==> src/rtl/mul_shift_add_seq.sv <==
// mul_shift_add_seq
//   Fixed-latency radix-2 shift-and-add multiplier. Operands arrive serially
//   on data_in: multiplicand A on the accepted start cycle, multiplier B on
//   the next cycle. The datapath multiplies magnitudes and fixes up the sign
//   of the result at the end, so signed and unsigned modes share one adder.
//   A result takes WIDTH+2 cycles from start acceptance, independent of the
//   operand values.
//
// Ports
//   clk      : clock, rising edge
//   rst      : synchronous active-high reset
//   start    : request a multiply (honoured only while busy=0)
//   sgn      : 1 = two's-complement operands, 0 = unsigned (sampled with start)
//   data_in  : operand bus (A on the start cycle, B on the following cycle)
//   busy     : operation in flight (LOADB / CALC)
//   done     : one-cycle result strobe
//   product  : 2*WIDTH-bit registered result, held until the next result
//   ovf      : result does not fit in WIDTH bits (signed or unsigned sense)
module mul_shift_add_seq #(
    parameter int WIDTH = 16
) (
    input  logic                 clk,
    input  logic                 rst,
    input  logic                 start,
    input  logic                 sgn,
    input  logic [WIDTH-1:0]     data_in,
    output logic                 busy,
    output logic                 done,
    output logic [2*WIDTH-1:0]   product,
    output logic                 ovf
);

    localparam int CW = $clog2(WIDTH);
    localparam logic [WIDTH-1:0]   ONE_W  = WIDTH'(1);
    localparam logic [2*WIDTH-1:0] ONE_2W = (2*WIDTH)'(1);

    typedef enum logic [1:0] {
        S_IDLE,
        S_LOADB,
        S_CALC,
        S_DONE
    } state_t;

    state_t               state_q,   state_d;
    logic                 sgn_q,     sgn_d;
    logic                 sa_q,      sa_d;
    logic                 sb_q,      sb_d;
    logic [WIDTH-1:0]     mcand_q,   mcand_d;
    logic [WIDTH-1:0]     mplr_q,    mplr_d;
    logic [2*WIDTH-1:0]   acc_q,     acc_d;
    logic [CW-1:0]        cnt_q,     cnt_d;
    logic [2*WIDTH-1:0]   product_q, product_d;
    logic                 ovf_q,     ovf_d;

    // Magnitude of an operand; the most-negative value maps to 2^(WIDTH-1),
    // which is still representable as an unsigned WIDTH-bit value.
    function automatic logic [WIDTH-1:0] mag(input logic [WIDTH-1:0] v, input logic s);
        return (s && v[WIDTH-1]) ? (~v + ONE_W) : v;
    endfunction

    // Iteration index counts up while the counter counts down.
    logic [CW-1:0]        idx;
    logic [2*WIDTH-1:0]   addend;
    logic [2*WIDTH-1:0]   acc_sum;
    logic [2*WIDTH-1:0]   res;
    logic [WIDTH:0]       hi_s;
    logic                 ovf_res;

    assign idx     = CW'(WIDTH-1) - cnt_q;
    assign addend  = {{WIDTH{1'b0}}, mcand_q} << idx;
    assign acc_sum = acc_q + (mplr_q[0] ? addend : '0);
    assign res     = (sgn_q && (sa_q ^ sb_q)) ? (~acc_sum + ONE_2W) : acc_sum;
    // Signed fit: the top WIDTH+1 bits must all equal the result sign.
    assign hi_s    = res[2*WIDTH-1:WIDTH-1];
    assign ovf_res = sgn_q ? !((&hi_s) || !(|hi_s))
                           : (|res[2*WIDTH-1:WIDTH]);

    always_comb begin
        state_d   = state_q;
        sgn_d     = sgn_q;
        sa_d      = sa_q;
        sb_d      = sb_q;
        mcand_d   = mcand_q;
        mplr_d    = mplr_q;
        acc_d     = acc_q;
        cnt_d     = cnt_q;
        product_d = product_q;
        ovf_d     = ovf_q;

        case (state_q)
            S_IDLE, S_DONE: begin
                state_d = S_IDLE;
                if (start) begin
                    sgn_d   = sgn;
                    sa_d    = sgn && data_in[WIDTH-1];
                    mcand_d = mag(data_in, sgn);
                    state_d = S_LOADB;
                end
            end
            S_LOADB: begin
                mplr_d  = mag(data_in, sgn_q);
                sb_d    = sgn_q && data_in[WIDTH-1];
                acc_d   = '0;
                cnt_d   = CW'(WIDTH-1);
                state_d = S_CALC;
            end
            S_CALC: begin
                acc_d  = acc_sum;
                mplr_d = mplr_q >> 1;
                cnt_d  = cnt_q - CW'(1);
                if (cnt_q == '0) begin
                    product_d = res;
                    ovf_d     = ovf_res;
                    state_d   = S_DONE;
                end
            end
            default: state_d = S_IDLE;
        endcase
    end

    always_ff @(posedge clk) begin
        if (rst) begin
            state_q   <= S_IDLE;
            sgn_q     <= 1'b0;
            sa_q      <= 1'b0;
            sb_q      <= 1'b0;
            mcand_q   <= '0;
            mplr_q    <= '0;
            acc_q     <= '0;
            cnt_q     <= '0;
            product_q <= '0;
            ovf_q     <= 1'b0;
        end else begin
            state_q   <= state_d;
            sgn_q     <= sgn_d;
            sa_q      <= sa_d;
            sb_q      <= sb_d;
            mcand_q   <= mcand_d;
            mplr_q    <= mplr_d;
            acc_q     <= acc_d;
            cnt_q     <= cnt_d;
            product_q <= product_d;
            ovf_q     <= ovf_d;
        end
    end

    assign busy    = (state_q == S_LOADB) || (state_q == S_CALC);
    assign done    = (state_q == S_DONE);
    assign product = product_q;
    assign ovf     = ovf_q;

endmodule

==> config.mk <==
export PLATFORM = sky130hd
export DESIGN_NAME = mul_shift_add_seq
export DESIGN_NICKNAME = d
export VERILOG_FILES = /design/src/rtl/mul_shift_add_seq.sv
export SDC_FILE = /design/constraint.sdc
export NUM_CORES = 1
export LEC_CHECK = 0
export BUFFER_PORTS_ARGS = -buffer_cell sky130_fd_sc_hd__buf_4
export CORE_ASPECT_RATIO = 1.25
export CORE_UTILIZATION = 55
export CTS_CLUSTER_DIAMETER = 40
export DETAILED_ROUTE_END_ITERATION = 8
export GPL_TIMING_DRIVEN = 0
export PLACE_DENSITY = 0.73
export SKIP_CTS_REPAIR_TIMING = 1
export SYNTH_ARGS = -nofsm -noshare
export SYNTH_HDL_FRONTEND = slang
export SYNTH_SLANG_ARGS = --single-unit
==> constraint.sdc <==
create_clock -name clk -period 7.2 [get_ports clk]
set_input_delay 0.72 -clock clk [delete_from_list [all_inputs] [get_ports clk]]
set_output_delay 0.72 -clock clk [all_outputs]
set_load 0.02 [all_outputs]
==> metrics.md <==
| Metric | Value |
|---|---|
| Outcome | finished clean |
| Final period demand of the worst path | approximately 6.5 ns |
| Register area share after synthesis | 24.75% |
| Initial antenna violation count | 0 |
| Max-cap violation count | 0 |
| CP max FO | 10 |
| Startpoint types | register |
| # fillers | 1,420 |
| Logic pwr share | approximately 50% |
| Mapped Area | around 8600 um^2 |
| Non-Filler Instances | around 1,400 |
| First-pass GRT wire length | 43.14 mm |
| DRT iter0 DRCs | roughly 800 |
| # placed instances | between 1,000 and 1,500 |
| Area Growth Syn to Fin | 11.34% |
| CORE AREA | between 15,000 and 20,000 um^2 |
| # diodes | 0 |
| Cell count after synthesis | 1,129 |
| Ys flop type | dfxtp_1 |
| Setup slack, reg-to-reg | just under 0.7 ns |
| Dpl hpwl | between 20 and 25 mm |
| WL final | around 28 mm |
| Die area | about 16,000 um^2 |
| Sequential power share | 29.8% |
| CP endpoint kind | register |
| Clk_lat worst skew | 0.37 ns |
| Root Driver | clkbuf_16 |
| Final ANT Viol Nets | 0 |
| Die Y | around 140 um |
| Slew margin rel. | 33.76% |
| Clock Skew | approximately 0.015 ns |
| Clk pwr share | about a fifth |
| Clock Tree Buf Depth | 2 |
| Slew Viols, Final | 0 |
| Crit path DAT | 6.78 ns |
| Pleak | 3.785 nW |
| P_sw | 1.200 mW |
| Crit path kind | reg2reg |
| Library cells used by synthesis | 90 |
| VDD IR-drop max | about 0.17 mV |
| CTS tree | built |
| Power Dens Cells | 272.6 nW/um^2 |
| Vias in the first global route | 8,216 |
| Async S/R FF share, synth | 0% |
| Ratio of cells with drive above 1 in the final layout | roughly an eighth |
| GP Congestion | a little under 1 |
| Clock Sinks | about 110 |
| Io pins | 55 |
| #FFs+latches synth | 106 |
| Required @ worst endpoint | ~7.5 ns |
| Die outline width | ~110 um |
| RSZ-0062 raised after global routing | no |
| Worst Tran Pin Value | a little under 1 ns |
| EDFF count, synth | 0 |
| DR vias | between 8,000 and 9,000 |
| H-tree Lvls | 3 |
| Net count after synthesis | 1,187 |
| Avg Synthesized Cell Area | approximately 7.6 um^2 |
| Final Setup Violations | 0 |
| Initial Utilization | a little under three fifths |
| Hold Vio Cnt, Final | 0 |
| Fmax | around 150 MHz |
| Hold/Removal Path Class | reg2reg |
| CTS buffer count | 9 |
| Via/cell ratio | 6.248 |
| Fin crit share | roughly nine tenths |
| Setup TNS | 0 ns |
| Pwr Total | approximately 2.6 mW |
| Port Buffers | 53 |
| Switching share of power | 46.10% |
| DRC | 0 |
| CTS clk-pin slew, worst paths | around 0.090 ns |
| Yosys warns | 0 |
| GRT Util Overall | between 30% and 40% |
| DR pass1 iterations | 5 |
| WL/cell | 19.60 um |
| Row cnt | 50 |
| Gr ovfl total | 0 |
| Internal power | approximately 1.4 mW |
| Nets | 1,251 |
| Largest net degree at the start of global routing | 23 |
## layout by cell type (no fill, tap or decap), types with 24 or more instances in the layout
master	Yosys	layout
nor3_1	24	24
a211oi_1	29	29
clkbuf_1	61	61
xnor2_1	29	29
buf_4	0	53
nand3_1	30	30
xor2_1	24	24
ha_1	37	37
a21oi_1	115	115
dfxtp_1	106	106
a22oi_1	27	27
or3_1	27	27
nor2_1	172	172
o21ai_0	59	59
nand2_1	95	95
## final timing paths
kind | cells past startpoint | to | start
max | 19 | ovf$_SDFFE_PP0P_ | cnt_q[1]$_SDFFE_PP0N_
min | 2 | product[2]$_SDFFE_PP0P_ | product[2]$_SDFFE_PP0P_
max reg2reg | 19 | ovf$_SDFFE_PP0P_ | cnt_q[1]$_SDFFE_PP0N_
min reg2reg | 2 | product[2]$_SDFFE_PP0P_ | product[2]$_SDFFE_PP0P_
## per-stage QoR
step	worst slack (ns)	hold WS (ns)	cell area, um^2	utilization [%]
2_1_floorplan	1.521	0.4413	8573	-
3_3_place_gp	0.8565	0.4454	9231	61.23
3_5_place_dp	0.8428	0.4532	9231	61.23
4_1_cts	0.8187	0.4657	9545	63.31
5_1_grt	0.1207	0.4895	9545	63.31
6_report	0.6947	0.4625	9545	63.31
## metal layers
layer  track usage [%]  vias to the layer above  share of wire, %
li1                  -                     4260                 -
met1             40.95                     4156                41
met2             59.11                      282                47
met3             4.229                       87               4.5
met4             25.21                        0               7.4
met5                 0                        -                 0
## power by group through the flow
stage	clock network (mW)	logic [mW]	registers, mW
2_1_floorplan	0	0.859	0.812
3_3_place_gp	0	1.27	0.783
3_5_place_dp	0	1.28	0.788
4_1_cts	0.530	1.29	0.774
5_1_grt	0.553	1.42	0.789
6_report	0.526	1.30	0.775
## sequential cells by signal (all words and copies together), names as in the netlist
| signal | flops |
|---|---|
| acc_q | 32 |
| product | 32 |
| mcand_q | 16 |
| mplr_q | 16 |
| cnt_q | 4 |
| state_q | 2 |
| ovf | 1 |
| sa_q | 1 |
| sb_q | 1 |
| sgn_q | 1 |
## worst max-delay path, stage by stage, from the launching register on
cell	delay (ns)
dfxtp_1	0.43
buf_1	0.44
clkbuf_1	0.45
mux4_2	0.41
o21ai_0	0.26
o21ai_0	0.11
and2_1	0.22
ha_1	0.28
buf_2	0.18
a21oi_1	0.22
o21ai_0	0.15
a221o_1	0.41
a2111oi_1	0.45
a311oi_2	0.22
a2111o_1	0.53
o41ai_1	0.44
xor2_1	0.17
or4bb_1	0.51
or4_1	0.40
o211a_1	0.13
## cell usage after synthesis, types with 5 or more instances
library cell / count / share of area (%)
a211oi_1: 29 / 2.5
a21o_1: 12 / 1.1
a21oi_1: 115 / 6.7
a22oi_1: 27 / 2.4
a311oi_1: 16 / 1.6
a31oi_1: 12 / 0.88
and2_1: 11 / 0.80
and3_1: 15 / 1.1
buf_1: 8 / 0.35
buf_2: 12 / 0.70
clkbuf_1: 61 / 2.7
dfxtp_1: 106 / 25
ha_1: 37 / 5.4
inv_1: 19 / 0.83
mux2_2: 9 / 1.2
mux2i_1: 11 / 1.3
mux4_2: 8 / 2.1
nand2_1: 95 / 4.2
nand2b_1: 7 / 0.51
nand3_1: 30 / 1.8
nand4_1: 10 / 0.73
nor2_1: 172 / 7.5
nor2b_1: 9 / 0.66
nor3_1: 24 / 1.4
nor3b_1: 5 / 0.44
o211a_1: 11 / 1.3
o211ai_1: 7 / 0.61
o21ai_0: 59 / 3.4
o22ai_1: 6 / 0.44
or3_1: 27 / 2.0
xnor2_1: 29 / 3.0
xor2_1: 24 / 2.5
## final cells by class
| class | instances | area, um^2 | share of cell area, % |
|---|---|---|---|
| clock inverters | 7 | 88.84 | 0.9307 |
| well taps | 208 | 260.3 | 2.726 |
| flip-flops and latches | 106 | 2122 | 22.23 |
| plain buffers | 83 | 341.6 | 3.578 |
| repair buffers | 53 | 397.9 | 4.168 |
| multi-input cells | 918 | 6027 | 63.14 |
| clock buffers | 9 | 225.2 | 2.359 |
| inverters | 22 | 82.58 | 0.8651 |
## kinds of logic (layout without fill, tap and decap cells)
kind of cell / after synthesis / after routing / share of synthesized area [%]
DFF: 106 / 106 / 24.75
buffers and inverters: 105 / 174 / 4.947
muxes: 28 / 28 / 4.568
and+or+nand+nor: 444 / 444 / 25.47
adders and majority gates: 38 / 38 / 5.633
xor gates and xnor gates: 56 / 56 / 5.984
AOI/OAI and AO/OA: 352 / 352 / 28.65
Power figures use the tool's default switching activity.
